--- src/rtl/iob_fifo_unpack_reader_pkg.sv ---
// Shared constants and helpers for the FIFO read-side unpacker and
// the matching write-side packer of the asymmetric FIFO.
package iob_fifo_unpack_reader_pkg;

    // Cycles between the FIFO read strobe and valid read data.
    localparam int FIFO_RD_LAT = 1;

    // Order in which the narrow lanes of a wide word are streamed.
    typedef enum logic {
        LANE_LOW_FIRST  = 1'b0,
        LANE_HIGH_FIRST = 1'b1
    } lane_order_t;

    localparam lane_order_t LANE_ORDER = LANE_LOW_FIRST;

    // Number of output lanes in one FIFO word.
    function automatic int calc_ratio(input int data_w, input int out_w);
        return data_w / out_w;
    endfunction

    // Lane index width; kept at least one bit so RATIO=1 still has a register.
    function automatic int calc_lane_w(input int ratio);
        return (ratio > 1) ? $clog2(ratio) : 1;
    endfunction

endpackage

--- src/rtl/iob_fifo_unpack_reader_skid2.sv ---
// Two-entry word queue between the FIFO read port and the lane splitter.
// The head register always holds the oldest word; push and pop may coincide.
module iob_word_skid2 #(
    parameter int W = 32
) (
    input  logic         i_clk,
    input  logic         i_rst_n,
    input  logic         i_flush,
    input  logic         i_push,
    input  logic [W-1:0] i_data,
    input  logic         i_pop,
    output logic [W-1:0] o_head,
    output logic [1:0]   o_count
);

    logic [W-1:0] r_head;
    logic [W-1:0] r_tail;
    logic [1:0]   r_count;

    // Queue storage and occupancy; flush drops both entries.
    always_ff @(posedge i_clk or negedge i_rst_n) begin
        if (!i_rst_n) begin
            r_head  <= '0;
            r_tail  <= '0;
            r_count <= 2'd0;
        end else if (i_flush) begin
            r_count <= 2'd0;
        end else begin
            case ({i_push, i_pop})
                2'b11: begin
                    // Occupancy stays the same; new word goes behind what remains.
                    if (r_count == 2'd1) begin
                        r_head <= i_data;
                    end else begin
                        r_head <= r_tail;
                        r_tail <= i_data;
                    end
                end
                2'b01: begin
                    r_head  <= r_tail;
                    r_count <= r_count - 2'd1;
                end
                2'b10: begin
                    if (r_count == 2'd0) begin
                        r_head <= i_data;
                    end else begin
                        r_tail <= i_data;
                    end
                    r_count <= r_count + 2'd1;
                end
                default: ;
            endcase
        end
    end

    assign o_head  = r_head;
    assign o_count = r_count;

endmodule

--- src/rtl/iob_fifo_unpack_reader.sv ---
// Read-side engine for the synchronous FIFOs: fetches wide words with a
// one-cycle read latency and streams them out as narrow lanes on valid/ready.
module iob_fifo_unpack_reader
    import iob_fifo_unpack_reader_pkg::*;
#(
    parameter int DATA_W = 32,
    parameter int OUT_W  = 8,
    parameter int CNT_W  = 32
) (
    input  logic              clk,
    input  logic              rst,
    input  logic              flush,
    input  logic              fifo_empty,
    output logic              fifo_read_en,
    input  logic [DATA_W-1:0] fifo_data,
    output logic              out_valid,
    input  logic              out_ready,
    output logic [OUT_W-1:0]  out_data,
    output logic              out_last_lane,
    output logic [CNT_W-1:0]  beat_cnt
);

    localparam int RATIO  = calc_ratio(DATA_W, OUT_W);
    localparam int LANE_W = calc_lane_w(RATIO);
    localparam logic [LANE_W-1:0] LAST_LANE = LANE_W'(RATIO - 1);

    if ((DATA_W % OUT_W) != 0 || DATA_W < OUT_W) begin : g_bad_width
        $error("iob_fifo_unpack_reader: DATA_W must be a positive multiple of OUT_W");
    end

    // The single in-flight flag below only covers a one-cycle read port.
    if (FIFO_RD_LAT != 1) begin : g_bad_latency
        $error("iob_fifo_unpack_reader: only a read latency of 1 is supported");
    end

    logic              r_inflight;
    logic [LANE_W-1:0] r_lane;
    logic [CNT_W-1:0]  r_beat_cnt;

    logic [DATA_W-1:0] w_head;
    logic [1:0]        w_count;
    logic              w_last;
    logic              w_xfer;
    logic              w_pop;
    logic              w_capture;
    logic [2:0]        w_pending;
    logic [LANE_W-1:0] w_lane_sel;

    iob_word_skid2 #(
        .W (DATA_W)
    ) u_skid (
        .i_clk   (clk),
        .i_rst_n (rst),
        .i_flush (flush),
        .i_push  (w_capture),
        .i_data  (fifo_data),
        .i_pop   (w_pop),
        .o_head  (w_head),
        .o_count (w_count)
    );

    assign out_valid = (w_count != 2'd0);
    assign w_last    = (r_lane == LAST_LANE);
    assign w_xfer    = out_valid && out_ready;
    assign w_pop     = w_xfer && w_last;

    // Words buffered plus in flight after this edge, crediting a pop happening now
    // so a RATIO=1 stream can refill every cycle without bubbles.
    assign w_pending = {1'b0, w_count} + {2'b00, r_inflight} - {2'b00, w_pop};

    // Gated by reset so no strobe leaks out while the block is held in reset.
    assign fifo_read_en = rst && !fifo_empty && !flush && (w_pending < 3'd2);

    // A flush in the cycle the data arrives discards that word.
    assign w_capture = r_inflight && !flush;

    assign w_lane_sel    = (LANE_ORDER == LANE_LOW_FIRST) ? r_lane : (LAST_LANE - r_lane);
    assign out_data      = w_head[int'(w_lane_sel) * OUT_W +: OUT_W];
    assign out_last_lane = out_valid && w_last;
    assign beat_cnt      = r_beat_cnt;

    // Read-in-flight tracking and lane position within the head word.
    always_ff @(posedge clk or negedge rst) begin
        if (!rst) begin
            r_inflight <= 1'b0;
            r_lane     <= '0;
        end else if (flush) begin
            r_inflight <= 1'b0;
            r_lane     <= '0;
        end else begin
            r_inflight <= fifo_read_en;
            if (w_xfer) begin
                r_lane <= w_last ? '0 : r_lane + LANE_W'(1);
            end
        end
    end

    // Accepted-beat counter; survives flush and wraps naturally.
    always_ff @(posedge clk or negedge rst) begin
        if (!rst) begin
            r_beat_cnt <= '0;
        end else if (w_xfer) begin
            r_beat_cnt <= r_beat_cnt + CNT_W'(1);
        end
    end

endmodule

--- config.mk ---
export PLATFORM = sky130hd
export DESIGN_NAME = iob_fifo_unpack_reader
export DESIGN_NICKNAME = d
export VERILOG_FILES = /design/src/rtl/iob_fifo_unpack_reader_pkg.sv /design/src/rtl/iob_fifo_unpack_reader_skid2.sv /design/src/rtl/iob_fifo_unpack_reader.sv
export SDC_FILE = /design/constraint.sdc
export NUM_CORES = 1
export LEC_CHECK = 0
export BUFFER_PORTS_ARGS = -buffer_cell sky130_fd_sc_hd__buf_2
export CAP_MARGIN = 5
export CORE_MARGIN = 5
export CORE_UTILIZATION = 52
export CTS_CLUSTER_DIAMETER = 150
export DETAILED_ROUTE_END_ITERATION = 8
export PLACE_DENSITY = 0.77
export REMOVE_ABC_BUFFERS = 1
export SYNTH_ARGS = -nofsm -noshare
export SYNTH_HDL_FRONTEND = slang
export SYNTH_SLANG_ARGS = --single-unit
--- constraint.sdc ---
create_clock -name clk -period 3 [get_ports clk]
set_clock_uncertainty 0.15 [all_clocks]
set_input_delay 0.3 -clock clk [delete_from_list [all_inputs] [get_ports clk]]
set_output_delay 0.3 -clock clk [all_outputs]
set_load 0.02 [all_outputs]
==> run metrics <==
fin. max-slew vios 0; syn avg cell area roughly 12 sq um; initial antenna violation count 0; Crit. Startpoint u_skid.o_count[1]; global route overflow 0; largest net degree at the start of global routing 56; asr flop ratio synth 100%; vias in the first global route 4133; TritonCTS buffer count 9; slowest stage delay, CP 0.51 ns; Max Clk Rate 0.333 GHz; Tightest Pin Transition around 0.69 ns; Critical R2R Launch u_skid.o_count[1]; EDFF count, synth 0; WL per Instance 18.0 um; critical path depth in cells 10; reg2reg setup slack about 0.19 ns; CP endpoint fifo_read_en; worst slack, placed ~0.074 ns; outcome completed; routed vias/inst ~6; Slowest cell on crit path fa_1; PwrDens approximately 560 nW/um^2; Netlist cell types 33; CTS Root Cell clkbuf_8; Residual DRC 0; H-tree depth 3; R2R depth 17; # IOs 80; Hold Vio Cnt, Final 0; CP bufs+invs 2; CTS Buffer Depth 2; CTS clock-pin slew for the worst setup and hold paths about 0.10 ns; crit-path leading delay family adder cells; CP dominant cell by count ha_4; Reg-to-Reg End u_skid.o_head[5]; Routed WL ~12000 um; Relative slew margins ~54%; max-capacitance violation count 0; Core Area roughly 9800 sq um; post-route ant nets 0; synthesized flop and latch total 101; hpwl dp between 7000 and 8000 um; synthesized cell area 5270 sq um; CTS sink cnt around 100; Final Util ~64%; row count 36; CP Capture Type primary output; fraction of layout cells with a size suffix above 1 40.9%; port buffer count between 70 and 80; crit-path cells inv_2 > ha_4 > nor2b_4 > and2_4 > ha_4 > nand2b_4 > fa_1 > nand2_2 > nor4_2 > buf_4; unrepaired setup endpoints after global routing true; TNS Setup 0 ns; Hold Path Class primary input to flip-flop; Pwr Total about 3.5 mW; DIE WIDTH between 100 and 150 um; Critical Path RT 2.55 ns; via count just under 4000; WHS about 0.034 ns; top_reg_cell synth dfrtp_1; Tmin final 3.00 ns; most common cell after layout, fill and taps aside dfrtp_1; first drt pass iteration count 4; crit path kind flip-flop to primary output; Yosys Warn Count 0; die height around 110 um; crit start category flip-flop; Nets 572; Clock Latency Late Sink between 0.3 and 0.4 ns; gpl congestion roughly 0.81; initial core utilization a little over half; Worst Slack Setup Final 0.000106 ns; area growth from synthesis to layout 19.7%; first-pass GRT wire length 19900 um; Mapped Cells 433; commonest cells after routing, fill and taps aside dfrtp_1, buf_2, mux2_2; Die Area ~12000 sq um; maximum vdd drop 0.312 mV; worst path arrival time 2.55 ns; DRT iter0 DRCs 210; crit share post-route between 90% and 100%; Total GRT Usage about a fifth; CTS tree yes; Setup-failing EPs final 0; sequential area share after synthesis 48.0%; leak pwr around 3.0 nW; peak fanout along the critical path 2
## registers in the layout, summed over array words and instances, names as in the netlist
register	cells
beat_cnt	32
r_inflight	1
r_lane	2
u_skid.o_count	2
u_skid.o_head	32
u_skid.r_tail	32
## routing by layer
layer  track usage, %  part of all wire (%)  vias to the layer above
li1                 -                     -                     1807
met1             24.5                    42                     1976
met2             33.8                    52                       88
met3             4.60                   4.8                       18
met4             6.90                   1.5                        0
met5                0                     0                        -
## power breakdown
group | internal (mW) | leakage (nW) | switching, mW
logic | 0.412 | 1.53 | 0.339
registers | 1.63 | 1.32 | 0.187
clock network | 0.491 | 0.112 | 0.480
## final cells by class
cell class | instances | area (sq um)
antenna | 1 | 2.50
clock buffer | 10 | 138
clock inverter | 6 | 86.3
fill | 821 | 3510
inverter | 7 | 26.3
multi-input combinational | 295 | 2660
sequential | 101 | 2530
tap | 133 | 166
timing repair buffer | 112 | 703
## per-stage QoR
stage                     std cells  area [sq um]
final                           665          6310
after global routing            664          6300
after CTS                       662          6280
after detailed placement        629          5880
after global placement          629          5880
after floorplan                 403          5140
## cells by family after synthesis
logic type / share of synthesized area (%)
compound gates: 8.79
xor+xnor: 5.63
fa+ha+maj: 2.28
buf+inv: 2.87
flops: 48.0
mux: 23.8
simple gates: 8.67
## timing repair
item / in CTS / in global routing
setup buffers: 15 / 2
resized for setup: 9 / 3
endpoints found under the setup margin: 1 / 1
hold buffers: 2 / 0
pin swaps: 3 / 1
hold endpoints to repair: 47 / 0
gates cloned: 0 / 0
## worst min path at each step
stage               cells past startpoint                 to  slack, ns           from
CTS                                     2   u_skid.r_tail[3]       0.02   fifo_data[3]
detailed placement                      1       beat_cnt[31]       0.31   beat_cnt[31]
floorplan                               0        beat_cnt[0]      -0.15            rst
finish                                  2   u_skid.r_tail[9]       0.03   fifo_data[9]
global route                            2  u_skid.r_tail[28]       0.02  fifo_data[28]
global placement                        1       beat_cnt[31]       0.31   beat_cnt[31]
## cells in the mapped netlist, types with 9 or more instances
| master | instances | area [sq um] |
|---|---|---|
| buf_2 | 10 | 50.1 |
| nand3_1 | 11 | 55.1 |
| mux2_2 | 65 | 732 |
| mux2i_1 | 34 | 340 |
| dfrtp_1 | 101 | 2530 |
| nand2_1 | 13 | 48.8 |
| a21oi_1 | 35 | 175 |
| nand4_1 | 11 | 68.8 |
| xor2_1 | 12 | 105 |
| a221oi_1 | 31 | 272 |
| nor2_1 | 9 | 33.8 |
| clkbuf_1 | 16 | 60.1 |
| xnor2_1 | 20 | 175 |
Note: power is estimated with default switching activity, not from simulation.
